===== config.mk =====
export PLATFORM = sky130hd
export DESIGN_NAME = spi_master_arbiter
export DESIGN_NICKNAME = d
export VERILOG_FILES = /design/src/rtl/spi_arb_pkg.sv /design/src/rtl/spi_rr_pick.sv /design/src/rtl/spi_master_arbiter.sv
export SDC_FILE = /design/constraint.sdc
export NUM_CORES = 1
export LEC_CHECK = 0
export ABC_AREA = 1
export ABC_CLOCK_PERIOD_IN_PS = 4700
export CORE_MARGIN = 3
export CORE_UTILIZATION = 43
export DETAILED_ROUTE_END_ITERATION = 12
export PLACE_DENSITY = 0.77
export SETUP_SLACK_MARGIN = 0.4
export SLEW_MARGIN = 25
export SYNTH_ARGS = -nofsm -noshare
export SYNTH_HDL_FRONTEND = slang
export SYNTH_HIERARCHICAL = 1
export SYNTH_SLANG_ARGS = --single-unit

===== constraint.sdc =====
create_clock -name clk_i -period 4.7 [get_ports clk_i]
set_clock_uncertainty 0.15 [all_clocks]
set_input_delay 0.94 -clock clk_i [delete_from_list [all_inputs] [get_ports clk_i]]
set_output_delay 0.94 -clock clk_i [all_outputs]
set_load 0.05 [all_outputs]

===== src/rtl/spi_arb_pkg.sv =====
// rtl/spi_arb_pkg.sv - shared state encoding, defaults and bounds for the SPI master arbiter
package spi_arb_pkg;

    typedef enum logic [1:0] {
        ST_IDLE  = 2'd0,
        ST_START = 2'd1,
        ST_XFER  = 2'd2
    } arb_state_t;

    localparam int DATA_W_DEFAULT = 8;
    localparam int N_REQ_MIN      = 2;
    localparam int N_REQ_MAX      = 8;

    function automatic int idx_width(input int n);
        return (n > 1) ? $clog2(n) : 1;
    endfunction

endpackage


===== src/rtl/spi_rr_pick.sv =====
// rtl/spi_rr_pick.sv - combinational round-robin picker: first requester after ptr, cyclically
module spi_rr_pick
    import spi_arb_pkg::*;
#(
    parameter int N_REQ = 4,
    localparam int IW   = idx_width(N_REQ)
) (
    input  logic [N_REQ-1:0] req,
    input  logic [IW-1:0]    ptr,
    output logic [N_REQ-1:0] gnt,
    output logic [IW-1:0]    idx,
    output logic             any
);

    int            cand;
    logic [IW-1:0] cand_idx;

    // Scan from ptr+1 around to ptr itself; the first hit wins.
    always_comb begin
        gnt      = '0;
        idx      = '0;
        any      = 1'b0;
        cand     = 0;
        cand_idx = '0;
        for (int off = 1; off <= N_REQ; off++) begin
            cand = int'(ptr) + off;
            if (cand >= N_REQ) begin
                cand = cand - N_REQ;
            end
            cand_idx = IW'(cand);
            if (!any && req[cand_idx]) begin
                any           = 1'b1;
                idx           = cand_idx;
                gnt[cand_idx] = 1'b1;
            end
        end
    end

endmodule


===== src/rtl/spi_master_arbiter.sv =====
// rtl/spi_master_arbiter.sv - round-robin arbiter sharing one spi_master_driver; SPI_ARB_WATCHDOG_EN adds a stuck-busy watchdog
module spi_master_arbiter
    import spi_arb_pkg::*;
#(
    parameter int N_REQ   = 4,
    parameter int DATA_W  = DATA_W_DEFAULT,
    parameter int TIMEOUT = 1023
) (
    input  logic                    clk_i,
    input  logic                    rst_i,
    input  logic [N_REQ-1:0]        req_i,
    input  logic [N_REQ-1:0]        last_i,
    input  logic [N_REQ*DATA_W-1:0] data_in_bi,
    output logic [N_REQ-1:0]        gnt_o,
    output logic [N_REQ-1:0]        done_o,
    output logic [DATA_W-1:0]       data_out_bo,
    output logic                    err_o,
    output logic                    spi_start_o,
    output logic [DATA_W-1:0]       spi_data_bo,
    input  logic                    spi_busy_i,
    input  logic [DATA_W-1:0]       spi_data_bi
);

    localparam int IW = idx_width(N_REQ);

    if (N_REQ < N_REQ_MIN || N_REQ > N_REQ_MAX || TIMEOUT < 1) begin : g_param_check
        $error("spi_master_arbiter: parameter out of range");
    end

    arb_state_t        state_q, state_d;
    logic [N_REQ-1:0]  gnt_d, done_d;
    logic [IW-1:0]     owner_q, owner_d;
    logic [IW-1:0]     ptr_q, ptr_d;
    logic [IW-1:0]     lock_idx_q, lock_idx_d;
    logic              lock_q, lock_d;
    logic              last_q, last_d;
    logic              start_d;
    logic [DATA_W-1:0] tx_d, rx_d;

    logic [N_REQ-1:0]  lock_mask, lock_gnt, norm_gnt, win_gnt;
    logic [IW-1:0]     lock_win, norm_win, win_idx, pick_ptr;
    logic              lock_any, norm_any, win_any, lock_drop;
    logic              wd_hit;

    // A locked owner that stops requesting hands the pointer to itself, so the
    // normal path in the same cycle starts just after it.
    assign lock_mask = lock_q ? (N_REQ'(1) << lock_idx_q) : '0;
    assign lock_drop = lock_q && !req_i[lock_idx_q];
    assign pick_ptr  = lock_drop ? lock_idx_q : ptr_q;

    spi_rr_pick #(.N_REQ(N_REQ)) u_pick_lock (
        .req (req_i & lock_mask),
        .ptr (ptr_q),
        .gnt (lock_gnt),
        .idx (lock_win),
        .any (lock_any)
    );

    spi_rr_pick #(.N_REQ(N_REQ)) u_pick_norm (
        .req (req_i),
        .ptr (pick_ptr),
        .gnt (norm_gnt),
        .idx (norm_win),
        .any (norm_any)
    );

    assign win_gnt = lock_any ? lock_gnt : norm_gnt;
    assign win_idx = lock_any ? lock_win : norm_win;
    assign win_any = lock_any | norm_any;

`ifdef SPI_ARB_WATCHDOG_EN
    localparam int WW = $clog2(TIMEOUT + 1);

    logic [WW-1:0] wd_q;
    logic          err_q;

    assign wd_hit = (state_q != ST_IDLE) && (wd_q == WW'(TIMEOUT - 1));
    assign err_o  = err_q;

    always_ff @(posedge clk_i) begin
        if (rst_i) begin
            wd_q  <= '0;
            err_q <= 1'b0;
        end else begin
            err_q <= wd_hit;
            if (state_q == ST_IDLE) begin
                wd_q <= '0;
            end else begin
                wd_q <= wd_q + 1'b1;
            end
        end
    end
`else
    assign wd_hit = 1'b0;
    assign err_o  = 1'b0;
`endif

    always_comb begin
        state_d    = state_q;
        gnt_d      = gnt_o;
        done_d     = '0;
        owner_d    = owner_q;
        ptr_d      = ptr_q;
        lock_d     = lock_q;
        lock_idx_d = lock_idx_q;
        last_d     = last_q;
        start_d    = spi_start_o;
        tx_d       = spi_data_bo;
        rx_d       = data_out_bo;
        if (wd_hit) begin
            state_d = ST_IDLE;
            start_d = 1'b0;
            gnt_d   = '0;
            lock_d  = 1'b0;
        end else begin
            case (state_q)
                ST_IDLE: begin
                    if (lock_drop) begin
                        lock_d = 1'b0;
                        ptr_d  = lock_idx_q;
                    end
                    if (win_any) begin
                        gnt_d   = win_gnt;
                        owner_d = win_idx;
                        tx_d    = data_in_bi[win_idx*DATA_W +: DATA_W];
                        last_d  = last_i[win_idx];
                        start_d = 1'b1;
                        state_d = ST_START;
                    end
                end
                ST_START: begin
                    if (spi_busy_i) begin
                        start_d = 1'b0;
                        state_d = ST_XFER;
                    end
                end
                ST_XFER: begin
                    if (!spi_busy_i) begin
                        rx_d    = spi_data_bi;
                        done_d  = gnt_o;
                        gnt_d   = '0;
                        state_d = ST_IDLE;
                        // A non-final byte keeps the bus; the final one moves the pointer.
                        if (last_q) begin
                            ptr_d  = owner_q;
                            lock_d = 1'b0;
                        end else begin
                            lock_d     = 1'b1;
                            lock_idx_d = owner_q;
                        end
                    end
                end
                default: state_d = ST_IDLE;
            endcase
        end
    end

    always_ff @(posedge clk_i) begin
        if (rst_i) begin
            state_q     <= ST_IDLE;
            gnt_o       <= '0;
            done_o      <= '0;
            owner_q     <= '0;
            ptr_q       <= IW'(N_REQ - 1);
            lock_q      <= 1'b0;
            lock_idx_q  <= '0;
            last_q      <= 1'b0;
            spi_start_o <= 1'b0;
            spi_data_bo <= '0;
            data_out_bo <= '0;
        end else begin
            state_q     <= state_d;
            gnt_o       <= gnt_d;
            done_o      <= done_d;
            owner_q     <= owner_d;
            ptr_q       <= ptr_d;
            lock_q      <= lock_d;
            lock_idx_q  <= lock_idx_d;
            last_q      <= last_d;
            spi_start_o <= start_d;
            spi_data_bo <= tx_d;
            data_out_bo <= rx_d;
        end
    end

endmodule


==> impl_metrics.py <==
metrics = {
    "run_status": {
        "status": "finished clean",
    },
    "floorplan": {
        "core.rowCount": 29,
        "io-pin-count": 77,
        "start_util": 0.454,
        "die_x_um": 88.8,
        "core_mm2": 0.00649,
        "fp.dieH_um": 88.8,
        "die_area_mm2": 0.00788,
    },
    "finish": {
        "area_growth_syn_to_layout_pct": 31.3,
        "layout_cells_sized_above_1": 0.0978,
        "final_nets": 618,
        "diodes": 0,
    },
    "synthesis": {
        "synth_async_sr_flop_share": 0,
        "synth.lib_cells_used.distinct": 31,
        "sequential_element_share_of_the_synthesized_area": 0.238,
        "syn_std_cell_area_mm2": 0.00295,
        "syn_avg_cell_area_um2": 6.22,
        "synth-seq-cells": 35,
        "synth-edff-count": 0,
        "ys_dominant_reg_cell": "sky130_fd_sc_hd__dfxtp_1",
        "synthesis.yosys.warnings": 6,
        "synthesis.nets": 541,
        "synthesis.instances": 474,
    },
    "clock_tree": {
        "clock_tree.buffer_depth": 2,
        "clock_insertion_delay_worst_skew_ps": 290,
        "ctsRootBufferMaster": "sky130_fd_sc_hd__clkbuf_8",
        "cts_h_tree_depth": 2,
        "cts_inserted_buffers": 5,
        "clock_sink_count": 35,
        "cts_tree": "done",
        "clkSlewWorstSetupHoldPaths_ps": 70,
    },
    "sta": {
        "setup_tns_ps": 0,
        "min_period_ps": 3980,
        "timing.slew.headroom": 0.409,
        "worstMarginPinSlew_ps": 883,
        "worst_hold_slack_ps": 299,
        "report.final.setup_viol": 0,
        "fmax_mhz": 251,
        "slew_violations": 0,
        "timing.final.crit_share": 0.848,
        "finalHoldViolCount": 0,
        "grt_setup_unrepaired": "no",
    },
    "worst_hold_path": {
        "holdCritStartpoint": "gnt_o[0]",
        "hold_end": "done_o[0]",
        "holdCritPathClass": "reg -> reg",
        "worstHoldPathCells": 2,
    },
    "power_and_ir_drop": {
        "cellPowerDensity_mw_per_mm2": 546,
        "power.ir.vdd_worst_uv": 367,
        "cellLeakagePower_uw": 0.00189,
    },
    "worst_setup_path": {
        "worst-r2r-cell-count": 23,
        "crit_type": "in -> reg",
        "cp-start-kind": "primary input",
        "crit_arrival_ps": 4020,
        "worstSetupEndpointType": "register",
        "r2r_slack_ps": 1340,
        "crit_path_frequent_cell": "sky130_fd_sc_hd__nand2_1",
        "critPathRequiredTime_ps": 4740,
        "timing.critical_path.cells": "clkdlybuf4s50_1 -> nand2_1 -> nor2_1 -> nor2_1 -> nand3_1 -> nand2_1 -> inv_1 -> ha_2 -> inv_2 -> nand3_1 -> nand2_2 -> inv_2 -> a21oi_1 -> a21oi_1 -> nand2_2 -> nand2_4 -> inv_4 -> nand2_1 -> nand3_1 -> nand2_1 -> o21ai_1 -> inv_1",
        "slowest_stage": "sky130_fd_sc_hd__clkdlybuf4s50_1",
        "worstPathMaxFanout": 20,
        "r2r-end": "spi_data_bo[5]",
        "worst_r2r_startpoint": "lock_idx_q[0]",
        "largest_stage_delay_on_the_critical_path_ps": 510,
    },
    "detailed_routing": {
        "remaining_drc_errors": 0,
        "avgRoutedWirePerCell_um": 12.4,
        "via_per_inst": 5.06,
        "drt_pre_antenna_iters": 4,
        "route.antenna.remaining_nets": 0,
        "first_iter_violations": 185,
        "detail_route.wirelength_mm": 7.82,
        "dr_total_vias": 3185,
    },
    "global_route": {
        "grt_antenna_before_repair": 0,
        "via_count_of_the_first_global_routing_pass": 2953,
        "grt_use_total": 0.204,
        "grt_start_max_net_pins": 26,
        "globalRoute.totalOverflow": 0,
        "grt_first_pass_wirelength_mm": 13.1,
    },
    "run": {
        "maxCapViolCount": 0,
    },
    "placement": {
        "routabilityCongestion": 0.842,
        "post_dp_hpwl_mm": 6.16,
        "portBuffers": 75,
    },
}
-- metrics by stage --
| step | setup slack [ps] | utilization | power (uW) | instance area (um2) | cells |
|---|---|---|---|---|---|
| floorplan | 1050 | - | 1510 | 2950 | 474 |
| global placement | 486 | 0.575 | 1820 | 3730 | 617 |
| detailed placement | 378 | 0.575 | 1840 | 3730 | 617 |
| CTS | 674 | 0.590 | 2080 | 3830 | 625 |
| global route | 392 | 0.595 | 2300 | 3870 | 629 |
| finish | 716 | 0.595 | 2110 | 3870 | 629 |
-- critical path: cells and delay by family --
family / cells / cell delay (ps)
buf+inv: 6 / 1190
simple gates: 12 / 1180
fa+ha+maj: 1 / 380
compound gates: 3 / 310
-- layer usage --
layer | global-route usage | vias up | part of all wire
li1 | - | 1657 | -
met1 | 0.270 | 1398 | 0.45
met2 | 0.338 | 120 | 0.48
met3 | 0.0475 | 10 | 0.066
met4 | 0.0453 | 0 | 0.0096
met5 | 0 | - | 0
-- flip-flops by register name, indices dropped and copies added, names as in the netlist --
signal / flops
state_q: 2
gnt_o: 4
data_out_bo: 8
ptr_q: 2
spi_start_o: 1
spi_data_bo: 8
lock_idx_q: 2
owner_q: 2
done_o: 4
last_q: 1
lock_q: 1
-- Yosys cell counts, types with 6 or more instances --
cell type,count,area [um2]
sky130_fd_sc_hd__nand2_2,11,68.8
sky130_fd_sc_hd__nand4_1,12,75.1
sky130_fd_sc_hd__nor2_1,23,86.3
sky130_fd_sc_hd__nand2_1,116,435
sky130_fd_sc_hd__a21boi_0,8,60.1
sky130_fd_sc_hd__o21ai_1,9,45.0
sky130_fd_sc_hd__o21ai_0,13,65.1
sky130_fd_sc_hd__ha_1,16,200
sky130_fd_sc_hd__nand3_1,61,305
sky130_fd_sc_hd__a21oi_1,45,225
sky130_fd_sc_hd__dfxtp_1,35,701
sky130_fd_sc_hd__inv_1,80,300
sky130_fd_sc_hd__nand2_4,6,67.6
-- cells by family after synthesis --
kind of cell             share of synthesized area
adder cells (fa/ha/maj)                     0.0679
AND/OR/NAND/NOR                              0.394
flip-flops                                   0.238
AO/OA/AOI/OAI                                0.145
other                                      0.00127
buffers and inverters                        0.154
-- layout make-up --
cell class              count  area [um2]
clock buffers               8         100
multi-input cells         336        1790
well taps                  77        96.3
flip-flops and latches     35         701
repair buffers             83         823
fillers                   610        2630
inverters                  90         353
-- report_power, final --
group / total, uW / switching [uW] / internal (uW)
Sequential: 432 / 57.7 / 374
Clock: 237 / 103 / 134
Combinational: 1440 / 948 / 496
Total: 2110 / 1110 / 1000
-- worst max path at each step --
stage | start | to | slack [ps] | cells past startpoint
final | req_i[0] | spi_data_bo[5] | 720 | 22
after CTS | req_i[3] | spi_data_bo[5] | 670 | 22
after floorplan | req_i[1] | spi_data_bo[0] | 1050 | 21
after detailed placement | req_i[3] | spi_data_bo[1] | 380 | 21
after global placement | req_i[2] | spi_data_bo[1] | 490 | 21
after global routing | req_i[3] | spi_data_bo[0] | 390 | 22
-- timing repair --
item	4_1_cts	5_1_grt
buffers inserted	0	4
setup endpoints to repair	0	11
gates resized for setup	0	1
hold buffers	0	0
-- placed cells by master (no fill, tap or decap), drive strengths merged --
cell | netlist | final
nand2 | 133 | 133
clkbuf | 2 | 8
clkinv | 1 | 1
buf | 11 | 8
nor2 | 29 | 29
ha | 16 | 16
nand4 | 12 | 12
a31oi | 1 | 1
o21ai | 24 | 24
a21oi | 46 | 46
conb | 1 | 1
nor3 | 2 | 2
nand3 | 64 | 64
inv | 89 | 89
dfxtp | 35 | 35
a21boi | 8 | 8
clkdlybuf4s50 | 0 | 75
(Power assumes the default switching activity.)
